==> config.mk <==
export PLATFORM = sky130hd
export DESIGN_NAME = shift_deserializer
export DESIGN_NICKNAME = d
export VERILOG_FILES = /design/src/rtl/shift_des_pkg.sv /design/src/rtl/shift_des_outbuf.sv /design/src/rtl/shift_deserializer.sv
export SDC_FILE = /design/constraint.sdc
export NUM_CORES = 1
export LEC_CHECK = 0
export BUFFER_PORTS_ARGS = -buffer_cell sky130_fd_sc_hd__buf_2
export CAP_MARGIN = 10
export CORE_MARGIN = 10
export CORE_UTILIZATION = 40
export CTS_CLUSTER_DIAMETER = 150
export DETAILED_ROUTE_END_ITERATION = 8
export PLACE_DENSITY = 0.67
export REMOVE_ABC_BUFFERS = 1
export SKIP_CTS_REPAIR_TIMING = 1
export SYNTH_ARGS = -nofsm -noshare
export SYNTH_HDL_FRONTEND = slang
export SYNTH_SLANG_ARGS = --single-unit
==> constraint.sdc <==
create_clock -name clk -period 1.7 [get_ports clk]
set_input_delay 0.17 -clock clk [delete_from_list [all_inputs] [get_ports clk]]
set_output_delay 0.17 -clock clk [all_outputs]
set_load 0.02 [all_outputs]
==> src/rtl/shift_des_pkg.sv <==
`default_nettype none
// +-------------------------------------------------------------------------+
// | Package    : shift_des_pkg                                              |
// | Description: Shared types, defaults and helpers for shift_deserializer. |
// | Revision   : 1.0 - initial release                                      |
// +-------------------------------------------------------------------------+
package shift_des_pkg;

  // Receiver FSM states; PARITY is only reachable in parity builds.
  typedef enum logic [1:0] {
    IDLE   = 2'd0,
    SHIFT  = 2'd1,
    PARITY = 2'd2
  } state_t;

  localparam int DEFAULT_WIDTH = 4;

  // Bit counter width able to hold 0..width.
  function automatic int cnt_width(input int width);
    return $clog2(width + 1);
  endfunction

endpackage
`default_nettype wire

==> src/rtl/shift_des_outbuf.sv <==
`default_nettype none
// +-------------------------------------------------------------------------+
// | Module     : shift_des_outbuf                                           |
// | Description: Single-entry valid/ready word buffer. Decides whether a    |
// |              completed frame is loaded or dropped, and raises the       |
// |              sticky overrun flag when a frame is dropped.               |
// | Revision   : 1.0 - initial release                                      |
// +-------------------------------------------------------------------------+
module shift_des_outbuf #(
  parameter int WIDTH = 4
) (
  input  logic             clk,
  input  logic             rst_n,
  input  logic             i_done,
  input  logic [WIDTH-1:0] i_word,
  input  logic             i_perr,
  input  logic             i_ready,
  input  logic             i_clear_err,
  output logic [WIDTH-1:0] o_word,
  output logic             o_valid,
  output logic             o_perr,
  output logic             o_overrun
);

  logic [WIDTH-1:0] r_word;
  logic             r_valid;
  logic             r_perr;
  logic             r_overrun;

  logic w_drain;
  logic w_load;
  logic w_drop;

  // A held word leaving this cycle frees the slot for a same-cycle completion.
  assign w_drain = r_valid & i_ready;
  assign w_load  = i_done & (~r_valid | w_drain);
  assign w_drop  = i_done & r_valid & ~i_ready;

  // Holding register: load on completion, clear valid on drain, keep data.
  always_ff @(posedge clk or negedge rst_n) begin
    if (!rst_n) begin
      r_word  <= '0;
      r_valid <= 1'b0;
      r_perr  <= 1'b0;
    end else if (w_load) begin
      r_word  <= i_word;
      r_valid <= 1'b1;
      r_perr  <= i_perr;
    end else if (w_drain) begin
      r_valid <= 1'b0;
    end
  end

  // Sticky overrun; a fresh drop beats a simultaneous clear.
  always_ff @(posedge clk or negedge rst_n) begin
    if (!rst_n) begin
      r_overrun <= 1'b0;
    end else if (w_drop) begin
      r_overrun <= 1'b1;
    end else if (i_clear_err) begin
      r_overrun <= 1'b0;
    end
  end

  assign o_word    = r_word;
  assign o_valid   = r_valid;
  assign o_perr    = r_perr;
  assign o_overrun = r_overrun;

endmodule
`default_nettype wire

==> src/rtl/shift_deserializer.sv <==
`default_nettype none
// +-------------------------------------------------------------------------+
// | Module     : shift_deserializer                                         |
// | Description: Serial-to-parallel receiver, LSB- or MSB-first per frame,  |
// |              with a single-entry valid/ready output buffer.             |
// | Config     : SHIFT_DES_PARITY_EN - adds one even-parity bit per frame   |
// |              and drives word_perr; otherwise word_perr is tied 0.       |
// | Revision   : 1.0 - initial release                                      |
// +-------------------------------------------------------------------------+
module shift_deserializer
  import shift_des_pkg::*;
#(
  parameter int WIDTH = DEFAULT_WIDTH
) (
  input  logic             clk,
  input  logic             rst_n,
  input  logic             frame_start,
  input  logic             lsb_first,
  input  logic             bit_valid,
  input  logic             bit_in,
  output logic [WIDTH-1:0] word_out,
  output logic             word_valid,
  input  logic             word_ready,
  output logic             word_perr,
  output logic             busy,
  output logic             overrun,
  input  logic             clear_err
);

  localparam int          c_CW   = cnt_width(WIDTH);
  localparam logic [c_CW-1:0] c_LAST = c_CW'(WIDTH - 1);
`ifdef SHIFT_DES_PARITY_EN
  localparam bit          c_PAR_EN = 1'b1;
`else
  localparam bit          c_PAR_EN = 1'b0;
`endif

  state_t            r_state,  w_state_nxt;
  logic [WIDTH-1:0]  r_sr,     w_sr_nxt;
  logic [c_CW-1:0]   r_cnt,    w_cnt_nxt;
  logic              r_lsb,    w_lsb_nxt;
  logic              r_par,    w_par_nxt;

  logic [WIDTH-1:0]  w_shifted;
  logic              w_done;
  logic [WIDTH-1:0]  w_word;
  logic              w_perr;

  // Shift register contents once the current bit is absorbed.
  assign w_shifted = r_lsb ? {bit_in, r_sr[WIDTH-1:1]} : {r_sr[WIDTH-2:0], bit_in};

  // Next-state logic; frame_start restarts from any state and eats the bit.
  always_comb begin
    w_state_nxt = r_state;
    w_sr_nxt    = r_sr;
    w_cnt_nxt   = r_cnt;
    w_lsb_nxt   = r_lsb;
    w_par_nxt   = r_par;
    w_done      = 1'b0;
    w_word      = r_sr;
    w_perr      = 1'b0;
    if (frame_start) begin
      w_state_nxt = SHIFT;
      w_sr_nxt    = '0;
      w_cnt_nxt   = '0;
      w_lsb_nxt   = lsb_first;
      w_par_nxt   = 1'b0;
    end else begin
      case (r_state)
        SHIFT: begin
          if (bit_valid) begin
            w_sr_nxt  = w_shifted;
            w_cnt_nxt = r_cnt + c_CW'(1);
            w_par_nxt = r_par ^ bit_in;
            if (r_cnt == c_LAST) begin
              if (c_PAR_EN) begin
                w_state_nxt = PARITY;
              end else begin
                w_state_nxt = IDLE;
                w_done      = 1'b1;
                w_word      = w_shifted;
              end
            end
          end
        end
`ifdef SHIFT_DES_PARITY_EN
        PARITY: begin
          if (bit_valid) begin
            w_state_nxt = IDLE;
            w_done      = 1'b1;
            w_word      = r_sr;
            w_perr      = r_par ^ bit_in;
          end
        end
`endif
        default: begin
          w_state_nxt = r_state;
        end
      endcase
    end
  end

  // State, shift register, counter, direction and running parity.
  always_ff @(posedge clk or negedge rst_n) begin
    if (!rst_n) begin
      r_state <= IDLE;
      r_sr    <= '0;
      r_cnt   <= '0;
      r_lsb   <= 1'b0;
      r_par   <= 1'b0;
    end else begin
      r_state <= w_state_nxt;
      r_sr    <= w_sr_nxt;
      r_cnt   <= w_cnt_nxt;
      r_lsb   <= w_lsb_nxt;
      r_par   <= w_par_nxt;
    end
  end

  assign busy = (r_state != IDLE);

  shift_des_outbuf #(
    .WIDTH (WIDTH)
  ) u_outbuf (
    .clk         (clk),
    .rst_n       (rst_n),
    .i_done      (w_done),
    .i_word      (w_word),
    .i_perr      (w_perr),
    .i_ready     (word_ready),
    .i_clear_err (clear_err),
    .o_word      (word_out),
    .o_valid     (word_valid),
    .o_perr      (word_perr),
    .o_overrun   (overrun)
  );

endmodule
`default_nettype wire

# After elaboration in Yosys (flattened, before gate mapping)
# Cells that the tools add are included.
# word_totals
register_bits	16
inputBits	8
wordCells	48
# classes
n_addsub	1
n_eq_ne	2
muxes	23
bitwise	7
reduce_logical	8
# ops
cell	count
$mux 4	8
$reduce_bool 2->1	6
$mux 3	3
$mux 1	8
$mux 2	4
$and 1x1->1	4
$add 3x1->3 const B	1
$eq 3x2->1 const B	1
$reduce_and 3->1	1
$eq 2x1->1 const B	1
$not 1->1	2
$reduce_and 2->1	1
$or 1x1->1	1

# Depth between registers and ports, before layout
# depth
depth_word	8
depth_mapped	5
ltp_nobuf	5

# Cells and area by module
# Synthesis repeated with hierarchy kept, for this count alone.
# unflattened
cells_unflattened	69
hier_area_um2	823.3
# modules_own_cells
mod	n_inst	cells_per_inst	area_each_um2	seq_area_each_um2
shift_deserializer	1	51	530.5	225.2
shift_des_outbuf	1	18	292.8	175.2

# Least setup slack after synthesis
# Ideal clock, no wire load.
# synth_timing
path_type	reg2reg
startpoint	reg r_cnt[0]
endpoint	reg u_outbuf.r_word[0], in the netlist u_outbuf.o_word[0]
setup_ns	0.125
arrival_ns	1.307
slack_ns	0.268
stages_incl_launch_ff	6
n_path_buf	0
cell_sequence	dfrtp_1 -> ha_1 -> ha_1 -> nand4b_4 -> nor2b_4 -> mux2_2
# synth_between
elab_chain_cells	6
elab_cells_between_ends	10
cone_classes	1 x eq/ne; 8 x mux; 1 x bitwise
# synth_rtl
item	line	source
from (decl)	shift_deserializer.sv:40	logic [c_CW-1:0] r_cnt, w_cnt_nxt;
from (signal assigned)	shift_deserializer.sv:114	r_cnt <= w_cnt_nxt;
$eq 3x2->1 *	shift_deserializer.sv:75	if (r_cnt == c_LAST) begin
$mux 1	shift_deserializer.sv:75	
$mux 1	shift_deserializer.sv:71	if (bit_valid) begin
$mux 1	shift_deserializer.sv:69	case (r_state)
$mux 1	shift_deserializer.sv:62	if (frame_start) begin
$and 1x1->1	shift_des_outbuf.sv:36	assign w_load = i_done & (~r_valid | w_drain);
to (signal assigned)	shift_des_outbuf.sv:46	r_word <= i_word;
to (decl)	shift_des_outbuf.sv:25	logic [WIDTH-1:0] r_word;
# Every way passes the cells marked *; elsewhere a longest branch is shown, timed or not.
# A chain may end at the register's enable or synchronous reset.

# Worst setup path after layout
# layout_timing
startpoint	reg r_cnt[0]
endpoint	reg u_outbuf.r_word[1], in the netlist u_outbuf.o_word[1]
# Same word-level chain as after synthesis.

==> results <==
- Setup repair after global routing left no endpoint under its margin.
- Setup violations remaining at the end of the flow were counted as 0.
- The clock transition at the registers of the reported paths is 90 ps.
- The launching element of the worst setup path is r_cnt[0]$_DFFE_PN0P_.
- The cell area after synthesis is just over 700 sq um.
- The total of fill cells in the finished design is 150.
- Of all nets on the critical path, the largest fanout is 4.
- The worst hold path belongs to the class input pin to register.
- After floorplanning, the core was divided into 15 placement rows.
- The worst setup slack for register-to-register paths is around 200 ps.
- The via count of the first global-routing pass is 489.
- Clock tree synthesis selected as its root buffer the cell clkbuf_4.
- The critical path is of the register to register type.
- The number of failing hold endpoints at the final stage came to 0.
- The number of routed nets with antenna violations is 0.
- The count of buffers added on input and output ports is 14.
- The startpoint of the lowest-slack hold path is clear_err.
- OpenSTA, run right after detailed placement, puts the worst setup slack at ~190 ps.
- STA classifies the critical path startpoint as a register.
- The worst register-to-register path ends at u_outbuf.o_word[1]$_DFFE_PN0P_.
- The routed design could run at a clock period as short as between 1000 and 1500 ps.
- The final worst-path cycle share is between 80% and 90%.
- The leakage power of the design is 0.4462 nW.
- The clock net in this run drives a total of 15 sinks.
- Entering global routing, the biggest net connects 16 pins.
- The register area is between 300 and 400 sq um.
- The initial utilization of the core area, before any placement, comes to between 40% and 50%.
- Clock skew on the completed layout was measured at around 9.4 ps.
- The number of cells on the worst reg-to-reg path is 5.
- The region available for standard cell placement spans 0.001689 sq mm.
- The routed design uses about 74 um of met3 wire.
- TritonCTS created 3 clock buffers.
- The initial antenna violation count is 0.
- 16 I/O pins were placed.
- The via count of the routed design is 428.
- For the worst setup path, the data required time is approximately 1900 ps.
- Detailed routing placed a total of 555 um of wire on met2.
- Across all hold checks on the routed design, the worst slack comes to about 89 ps.
- Summed over all nets, the half-perimeter wirelength after detailed placement is around 940 um.
- The sum of routed wire length over all layers is between 1000 and 1500 um.
- TritonCTS built the clock tree.
- The multi-input combinational cells in the finished layout cover a total of roughly 300 sq um.
- The maximum frequency from static timing analysis is ~670 MHz.
- The post-route netlist has between 40 and 50% of its cells at a drive strength greater than 1.
- In this run the critical register-to-register path is launched from r_cnt[0]$_DFFE_PN0P_.
- The number of antenna diodes is 0.
- The pre-antenna-repair detailed-routing pass consisted of 3 iterations.
- The final worst setup slack is about 200 ps.
- The insertion delay to the later sink of the worst-skew pair is roughly 280 ps.
- In the final timing run, aggregate negative setup slack is 0 ps.
- Of the synthesized area, sequential elements account for about 53%.
- The gate count after technology mapping is 54.
- The number of max-slew violations in the final report is 0.
- IR analysis of the VDD net gives a maximum drop of 0.4386 mV.
- The global-route wire length before repair is about 2000 um.
- The critical path ends at u_outbuf.o_word[1]$_DFFE_PN0P_.
- In this run the number of H-tree levels came out at 1.
- The clock passes through at most 2 buffers.
- The number of warnings reported in the yosys synthesis log is 0.
- In the routed design, unresolved DRC markers number 0.
- The worst setup path is captured at a register.
- Routed signal wires occupy layers up through met4.
- The number of distinct standard cells referenced by the synthesized netlist is 18.
- The post-synthesis average cell area is 13.04 sq um.
- The starting DRC count in detailed routing is 3.
- Dividing the detail-routed wire length by the instance count gives ~13 um.
- The die is around 62 um wide.
- The power density relative to cell area is around 840 mW/mm^2.
- Max-cap violations in this run came to 0.
- The area growth from synthesis to final layout is 14.56%.
- The arrival time at the worst endpoint is between 1500 and 2000 ps.
- The die is around 62 um tall.
- The run finished with clean final reports.
- The layout net count is 81.
- The die covers between 0.003 and 0.004 sq mm.
- In this run, synthesis produced a sequential element count of 15.
- The length of routed wiring on met1 is between 500 and 600 um.
- The overall fraction of global-route tracks in use is 6.925%.
- The final weighted congestion in routability-driven placement is 0.7485.
- The post-detailed-route via-to-cell ratio is between 4 and 5.
- After global routing the overflow that remains totals 0.
[cell usage in the layout, fill, tap and decap left out, types with 2 or more instances in the layout]
cell type | netlist | final
mux2_2 | 9 | 9
nor2_1 | 7 | 7
nand2_1 | 2 | 2
dfrtp_1 | 15 | 15
mux2i_1 | 5 | 5
ha_1 | 2 | 2
clkbuf_4 | 0 | 3
buf_2 | 0 | 14
inv_1 | 2 | 2
[power by group]
part	leakage, nW	switching [W]	total [W]	internal, W
clock	0.0177	0.000112	0.000199	0.0000873
combinational	0.230	0.0000469	0.0000903	0.0000433
sequential	0.199	0.0000129	0.000388	0.000376
[layer usage]
layer	global-route usage, %	vias up
met2	11.55	13
met3	3.862	2
met1	7.355	201
met5	0	-
met4	1.911	0
li1	-	212
[worst min path at each step]
| stage | end | slack, ps | cells past startpoint |
|---|---|---|---|
| 2_1_floorplan | r_cnt[0]$_DFFE_PN0P_ | -130 | 0 |
| 3_3_place_gp | r_cnt[2]$_DFFE_PN0P_ | 90 | 1 |
| 3_5_place_dp | u_outbuf.o_overrun$_DFFE_PN0P_ | 100 | 1 |
| 4_1_cts | u_outbuf.o_word[3]$_DFFE_PN0P_ | -220 | 1 |
| 5_1_grt | u_outbuf.o_overrun$_DFFE_PN0P_ | 70 | 2 |
| 6_report | u_outbuf.o_overrun$_DFFE_PN0P_ | 90 | 2 |
[cell usage after synthesis]
library cell   n  area share [%]
o22ai_1        1            0.89
nand2_1        2             1.1
nand4b_4       1             3.4
a21o_2         1             1.2
buf_6          1             1.6
xnor2_1        1             1.2
and2_1         1            0.89
nand2b_1       1            0.89
dfrtp_1       15              53
nor2_1         7             3.7
conb_1         1            0.53
buf_4          2             2.1
inv_1          2             1.1
nor2b_4        1             2.0
ha_1           2             3.6
mux2_2         9              14
mux2i_1        5             7.1
a211oi_1       1             1.1
[layout make-up]
| type | instances | share of cell area (%) |
|---|---|---|
| multi-input combinational | 34 | 36.59 |
| clock buffer | 3 | 2.791 |
| timing repair buffer | 15 | 9.922 |
| tap | 17 | 2.636 |
| sequential | 15 | 46.51 |
| inverter | 2 | 0.9302 |
| clock inverter | 1 | 0.6202 |
[cell families (layout without fill, tap and decap cells)]
group | Yosys count | count (layout) | share of synthesized area (%)
DFF | 15 | 15 | 53.29
muxes | 14 | 14 | 21.49
and+or+nand+nor | 13 | 13 | 11.90
buffers and inverters | 5 | 21 | 4.795
AOI/OAI and AO/OA | 3 | 3 | 3.198
adders and majority gates | 2 | 2 | 3.552
other | 1 | 1 | 0.5323
xor gates and xnor gates | 1 | 1 | 1.244
[sequential cells by signal (all words and copies together), names as in the netlist]
name	count
u_outbuf.o_word	4
r_cnt	3
u_outbuf.o_valid	1
r_state	1
r_sr	4
r_lsb	1
u_outbuf.o_overrun	1
[critical path, stage by stage (launching register included)]
cell	delay (ps)
dfrtp_1	370
ha_1	160
ha_1	200
nand4b_4	140
nor2b_4	180
mux2_2	350
[per-stage QoR]
stage | std cells | util, % | total power, W | cell area, sq um
final | 87 | 47.78 | 0.0006781 | 807.0
after global routing | 87 | 47.78 | 0.0007163 | 807.0
after CTS | 86 | 47.19 | 0.0006896 | 797.0
after detailed placement | 82 | 45.56 | 0.0004868 | 769.5
after global placement | 82 | 45.56 | 0.0004851 | 769.5
after floorplan | 51 | - | 0.0004504 | 678.2
Note: power is estimated with default switching activity, not from simulation.
